File: config.mk
export PLATFORM = sky130hd
export DESIGN_NAME = tx_bert
export DESIGN_NICKNAME = d
export VERILOG_FILES = /design/src/rtl/tx_bert.sv
export SDC_FILE = /design/constraint.sdc
export NUM_CORES = 1
export LEC_CHECK = 0
export ABC_AREA = 1
export BUFFER_PORTS_ARGS = -buffer_cell sky130_fd_sc_hd__buf_2
export CELL_PAD_IN_SITES_DETAIL_PLACEMENT = 1
export CELL_PAD_IN_SITES_GLOBAL_PLACEMENT = 2
export CORE_ASPECT_RATIO = 0.9
export CORE_UTILIZATION = 30
export CTS_CLUSTER_SIZE = 10
export DETAILED_ROUTE_END_ITERATION = 8
export PLACE_DENSITY = 0.95
export SLEW_MARGIN = 10
export SYNTH_ARGS = -nofsm -noshare
export SYNTH_HDL_FRONTEND = slang
export SYNTH_SLANG_ARGS = --single-unit
File: constraint.sdc
create_clock -name i_clk -period 6.41 [get_ports i_clk]
set_input_delay 0.641 -clock i_clk [delete_from_list [all_inputs] [get_ports i_clk]]
set_output_delay 0.641 -clock i_clk [all_outputs]
set_load 0.005 [all_outputs]
File: src/rtl/tx_bert.sv
// tx_bert: transmit-side BERT pattern source.
//
// Produces one DataWidth-bit word per enabled cycle for the serializer:
// multi-bit PRBS (7/15/23/31), a fixed word, an alternating clock pattern,
// or all-zeros. Bit 0 of o_data_out is the earliest bit on the wire.
//
// Optional build macro: TX_BERT_ERR_INJ_EN
//   defined     - periodic error injection (counter, mask XOR, o_err_inj_count)
//   not defined - no injection hardware, o_err_inj_count tied to 0,
//                 period and mask inputs ignored
//
// Ports:
//   i_clk, i_rst            clock, async active-high reset
//   i_en                    clock enable, all state holds when low
//   i_cfg_tx_mode           0 zeros, 1 PRBS, 2 fixed word, 3 clock pattern
//   i_cfg_prbs_load_en/_in  LFSR load request (level) and seed
//   i_cfg_prbs_run_en       run request (level)
//   i_cfg_prbs_out_inv      invert PRBS bits
//   i_cfg_tx_pattern        fixed word for mode 2
//   i_cfg_err_inj_period    inject once every N RUN cycles, 0 disables
//   i_cfg_err_inj_mask      bits flipped in an injected word
//   o_data_out, o_running   registered word and RUN indicator
//   o_err_inj_count         injected words (saturating)
//   o_bit_count             bits sent in RUN (saturating)
//
// state | meaning
// IDLE  | reset state, output zeros, LFSR holds
// LOAD  | LFSR takes the seed (all-ones if seed is zero) every cycle
// RUN   | LFSR advances DataWidth steps per cycle, pattern words emitted
module tx_bert #(
  parameter int DataWidth      = 8,
  parameter int PRBSLength     = 31,
  parameter int ErrPeriodWidth = 16
) (
  input  logic                      i_clk,
  input  logic                      i_rst,
  input  logic                      i_en,
  input  logic [1:0]                i_cfg_tx_mode,
  input  logic                      i_cfg_prbs_load_en,
  input  logic [PRBSLength-1:0]     i_cfg_prbs_load_in,
  input  logic                      i_cfg_prbs_run_en,
  input  logic                      i_cfg_prbs_out_inv,
  input  logic [DataWidth-1:0]      i_cfg_tx_pattern,
  input  logic [ErrPeriodWidth-1:0] i_cfg_err_inj_period,
  input  logic [DataWidth-1:0]      i_cfg_err_inj_mask,
  output logic [DataWidth-1:0]      o_data_out,
  output logic                      o_running,
  output logic [31:0]               o_err_inj_count,
  output logic [40:0]               o_bit_count
);

  // Second feedback tap for the supported polynomials.
  localparam int Tap = (PRBSLength == 7)  ? 6  :
                       (PRBSLength == 15) ? 14 :
                       (PRBSLength == 23) ? 18 : 28;

  typedef enum logic [1:0] {IDLE, LOAD, RUN} state_t;

  state_t                  state_q, state_d;
  logic [PRBSLength-1:0]   lfsr_q, lfsr_adv, prbs_s;
  logic                    prbs_b;
  logic [DataWidth-1:0]    prbs_word, pre_word, word_d, data_q;
  logic                    phase_q;
  logic                    running_q;
  logic [40:0]             bit_cnt_q;
  logic [41:0]             bit_sum;
  logic                    in_run;

  assign in_run = (state_q == RUN);

  // FSM state register
  always_ff @(posedge i_clk or posedge i_rst) begin
    if (i_rst) state_q <= IDLE;
    else       state_q <= state_d;
  end

  // FSM next state; load_en wins over run_en everywhere
  always_comb begin
    state_d = state_q;
    if (i_en) begin
      case (state_q)
        IDLE: begin
          if (i_cfg_prbs_load_en)     state_d = LOAD;
          else if (i_cfg_prbs_run_en) state_d = RUN;
        end
        LOAD: begin
          if (!i_cfg_prbs_load_en) state_d = i_cfg_prbs_run_en ? RUN : IDLE;
        end
        RUN: begin
          if (i_cfg_prbs_load_en)      state_d = LOAD;
          else if (!i_cfg_prbs_run_en) state_d = IDLE;
        end
        default: state_d = IDLE;
      endcase
    end
  end

  // Unrolled serial LFSR: the k-th serial bit lands in word bit k.
  always_comb begin
    prbs_s    = lfsr_q;
    prbs_b    = 1'b0;
    prbs_word = '0;
    for (int k = 0; k < DataWidth; k++) begin
      prbs_b       = prbs_s[PRBSLength-1] ^ prbs_s[Tap-1];
      prbs_word[k] = prbs_b;
      prbs_s       = {prbs_s[PRBSLength-2:0], prbs_b};
    end
    lfsr_adv = prbs_s;
  end

  always_comb begin
    case (i_cfg_tx_mode)
      2'd0:    pre_word = '0;
      2'd1:    pre_word = prbs_word ^ {DataWidth{i_cfg_prbs_out_inv}};
      2'd2:    pre_word = i_cfg_tx_pattern;
      default: pre_word = phase_q ? '0 : '1;
    endcase
  end

`ifdef TX_BERT_ERR_INJ_EN
  logic [ErrPeriodWidth-1:0] err_cnt_q;
  logic [31:0]               inj_cnt_q;
  logic                      inj_hit;

  assign inj_hit = in_run && (i_cfg_err_inj_period != '0) &&
                   (err_cnt_q == i_cfg_err_inj_period - ErrPeriodWidth'(1));

  always_ff @(posedge i_clk or posedge i_rst) begin
    if (i_rst) begin
      err_cnt_q <= '0;
      inj_cnt_q <= '0;
    end else if (i_en) begin
      if (!in_run || (i_cfg_err_inj_period == '0) || inj_hit) err_cnt_q <= '0;
      else                                                     err_cnt_q <= err_cnt_q + ErrPeriodWidth'(1);
      if (inj_hit && (inj_cnt_q != '1)) inj_cnt_q <= inj_cnt_q + 32'd1;
    end
  end

  assign word_d          = in_run ? (pre_word ^ (inj_hit ? i_cfg_err_inj_mask : '0)) : '0;
  assign o_err_inj_count = inj_cnt_q;
`else
  logic unused_err_cfg;
  assign unused_err_cfg  = ^{i_cfg_err_inj_period, i_cfg_err_inj_mask};
  assign word_d          = in_run ? pre_word : '0;
  assign o_err_inj_count = '0;
`endif

  assign bit_sum = {1'b0, bit_cnt_q} + 42'(DataWidth);

  always_ff @(posedge i_clk or posedge i_rst) begin
    if (i_rst) begin
      lfsr_q    <= '1;
      data_q    <= '0;
      running_q <= 1'b0;
      phase_q   <= 1'b0;
      bit_cnt_q <= '0;
    end else if (i_en) begin
      data_q    <= word_d;
      running_q <= in_run;
      // clock pattern restarts with the ones word on every RUN entry
      phase_q   <= in_run ? ~phase_q : 1'b0;
      case (state_q)
        LOAD:    lfsr_q <= (i_cfg_prbs_load_in == '0) ? '1 : i_cfg_prbs_load_in;
        RUN:     lfsr_q <= lfsr_adv;
        default: lfsr_q <= lfsr_q;
      endcase
      if (in_run) bit_cnt_q <= bit_sum[41] ? '1 : bit_sum[40:0];
    end
  end

  assign o_data_out  = data_q;
  assign o_running   = running_q;
  assign o_bit_count = bit_cnt_q;

endmodule

==> load_flow_metrics.sql <==
INSERT INTO impl_metrics (metric_group, metric, value, unit) VALUES
('outcome', 'outcome', 'finished, final reports clean', ''),
('timing', 'worst_pin_slew', '0.7854', 'ns'),
('clock_network', 'clk_transition_reported_paths', '0.07', 'ns'),
('setup_path', 'critical_path.reg2reg.startpoint', 'state_q[0]$_DFFE_PP0P_', ''),
('place', 'numPortBuffers', '96', ''),
('floorplanning', 'die-width', '143.9', 'µm'),
('drt', 'antenna_violating_nets_post_route', '0', ''),
('power', 'switching_share_of_power', '37.86', '%'),
('clock_network', 'cts_root_buffer', 'sky130_fd_sc_hd__clkbuf_16', ''),
('power', 'comb_power_share', '34.5', '%'),
('setup_path', 'worst_setup_path_startpoint', 'state_q[0]$_DFFE_PP0P_', ''),
('setup_path', 'setup.reg_to_reg.worst_slack', '3.43', 'ns'),
('clock_network', 'tritoncts_clock_tree', 'built', ''),
('timing', 'endpoints_failing_hold', '0', ''),
('power', 'worst_ir_drop_vdd', '0.1238', 'mV'),
('drt', 'route.vias.total', '5121', ''),
('clock_network', 'clock_tree.htree_level_count', '3', ''),
('clock_network', 'cts_setup_buffers', '0', ''),
('yosys', 'mappedNetlistArea', '5436', 'µm²'),
('timing', 'grt_setup_unrepaired', 'false', ''),
('yosys', 'synthesis.yosys.warnings', '0', ''),
('drt', 'detail_route.wirelength.met1', '8.088', 'mm'),
('place', 'globalplace.congestion', '0.7968', ''),
('drt', 'drt-initial-drc-count', '306', ''),
('power', 'p_sw', '0.0007509', 'W'),
('timing', 'totalNegativeSetupSlack', '0', 'ns'),
('setup_path', 'worstPathMaxFanout', '38', ''),
('floorplanning', 'initial_utilization', '30.77', '%'),
('timing', 'period_needed', '2.979', 'ns'),
('final_layout', 'final_core_util', '35.30', '%'),
('grt', 'grt_antenna_before_repair', '0', ''),
('setup_path', 'crit_slowest_cell', 'sky130_fd_sc_hd__nand3_2', ''),
('clock_network', 'numCtsBuffers', '9', ''),
('final_layout', 'antenna_cells', '0', ''),
('floorplanning', 'fp.dieArea', '18670', 'µm²'),
('floorplanning', 'core.rowCount', '46', ''),
('clock_network', 'cts_hold_buf', '0', ''),
('floorplanning', 'die_h', '129.7', 'µm'),
('timing', 'fmax', '335.7', 'MHz'),
('final_layout', 'layout_common_cells', '269 x sky130_fd_sc_hd__nand2_1, 159 x sky130_fd_sc_hd__nor2_1, 96 x sky130_fd_sc_hd__buf_2', ''),
('drt', 'detail_route.vias_per_cell', '4.516', ''),
('grt', 'first_global_vias', '4992', ''),
('place', 'dpl.cell_count', '1118', ''),
('yosys', 'netlist_top_cells_area', 'sky130_fd_sc_hd__dfrtp_1 23%, sky130_fd_sc_hd__nand2_1 19%, sky130_fd_sc_hd__dfstp_2 15%, sky130_fd_sc_hd__nor2_1 11%, sky130_fd_sc_hd__nand3_1 5.2%', ''),
('job', 'max_cap_viol_count', '0', ''),
('setup_path', 'setup.worst_path.end_class', 'flip-flop', ''),
('clock_network', 'clock_sinks', '82', ''),
('setup_path', 'critPathBufInv', '2', ''),
('timing', 'report.final.slew_viol_count', '0', ''),
('yosys', 'postSynthAreaPerCell', '6.737', 'µm²'),
('final_layout', 'syn2layout_area_growth', '14.73', '%'),
('final_layout', 'final_cells', '1134', ''),
('yosys', 'synth_cell_type_count', '27', ''),
('timing', 'relSlewSlack', '47.32', '%'),
('place', 'dp.final_hpwl', '12.07', 'mm'),
('grt', 'pin_count_of_the_biggest_net_entering_global_routing', '61', ''),
('yosys', 'yosysSeqAreaShare', '38.46', '%'),
('grt', 'grt.overflow.total', '0', ''),
('drt', 'top_layer', 'met4', ''),
('final_layout', 'filler_cell_count', '2291', ''),
('yosys', 'instance_count_of_the_mapped_netlist', '807', ''),
('setup_path', 'rr_worst_depth', '7', ''),
('timing', 'worst_clock_skew', '0.009552', 'ns'),
('power', 'power_density', '318.0', 'nW/µm²'),
('timing', 'finalCritPeriodShare', '46.48', '%'),
('floorplanning', 'io-pin-count', '153', ''),
('yosys', 'ys_seq_elements', '82', ''),
('setup_path', 'worst_path_largest_cell_delay', '0.61', 'ns'),
('final_layout', 'finalNetCount', '965', ''),
('setup_path', 'cell_by_cell_trace_of_the_critical_path', 'inv_1 -> ha_1 -> buf_4 -> nand2_1 -> nor2_2 -> nand3_2 -> nand3_1', ''),
('floorplanning', 'core', '17670', 'µm²');
-- state kept, by name, summed over array words and instances (netlist names) --
| name | flops |
|---|---|
| lfsr_q | 31 |
| o_bit_count | 39 |
| o_data_out | 8 |
| o_running | 1 |
| phase_q | 1 |
| state_q | 2 |
-- final timing paths --
| check | to |
|---|---|
| worst max-delay path | o_bit_count[35]$_DFFE_PP0P_ |
| worst min-delay path | o_bit_count[11]$_DFFE_PP0P_ |
| worst max register to register | o_bit_count[35]$_DFFE_PP0P_ |
| worst min register to register | lfsr_q[17]$_DFFE_PP1P_ |
| max in group asynchronous | o_bit_count[28]$_DFFE_PP0P_ |
| min in group i_clk | lfsr_q[17]$_DFFE_PP1P_ |
-- worst register-to-register path: cells and delay by family (launching register included) --
family | cells | cell delay [ns]
flip-flops | 1 | 0.40
adder cells (fa/ha/maj) | 1 | 0.16
AND/OR/NAND/NOR | 4 | 1.84
buffers and inverters | 2 | 0.48
-- layout make-up --
class	count	area (µm²)	area share [%]
clock buffer	12	246.5	3.952
inverter	57	215.2	3.450
timing repair buffer	99	503.0	8.064
sequential	82	2091	33.52
multi-input combinational	640	2864	45.92
clock inverter	4	17.52	0.2808
tap	240	300.3	4.814
-- through the flow --
step           worst slack [ns]  area (µm²)  power (W)  hold slack (ns)
2_1_floorplan             3.712        5553   0.001324           0.4483
3_3_place_gp              3.445        5973   0.001498           0.4561
3_5_place_dp              3.401        5973   0.001523           0.4581
4_1_cts                   3.405        6237   0.002013           0.2931
5_1_grt                   3.152        6237   0.002148           0.3152
6_report                  3.431        6237   0.001983           0.2887
-- power by group through the flow --
stage | logic, W | registers [W] | clock network [W]
after floorplan | 0.000520 | 0.000804 | 0
after detailed placement | 0.000695 | 0.000828 | 0
after global placement | 0.000673 | 0.000825 | 0
after global routing | 0.000801 | 0.000841 | 0.000507
after CTS | 0.000701 | 0.000822 | 0.000490
final | 0.000684 | 0.000822 | 0.000477
-- routing by layer --
layer | vias to the layer above | track usage, %
li1 | 2603 | -
met1 | 2427 | 25.85
met2 | 81 | 27.93
met3 | 10 | 3.706
met4 | 0 | 3.191
met5 | - | 0
-- kinds of logic after synthesis --
kind of cell | count (synthesis) | share of synthesized area, %
simple gates | 524 | 40.32
flops | 82 | 38.46
compound gates | 55 | 5.132
fa+ha+maj | 5 | 1.151
xor+xnor | 24 | 3.866
buf+inv | 116 | 11.00
other cells | 1 | 0.06898
-- synth_stat cells, drive strengths merged --
library cell	n
nand2	269
nor2	174
nand3	63
inv	55
dfrtp	51
o21ai	44
buf	41
dfstp	31
clkbuf	18
xnor2	14
a21oi	10
xor2	10
nand3b	7
nand4	6
ha	5
and2	4
clkinv	2
a22o	1
conb	1
or2	1
Note: power is estimated with default switching activity, not from simulation.
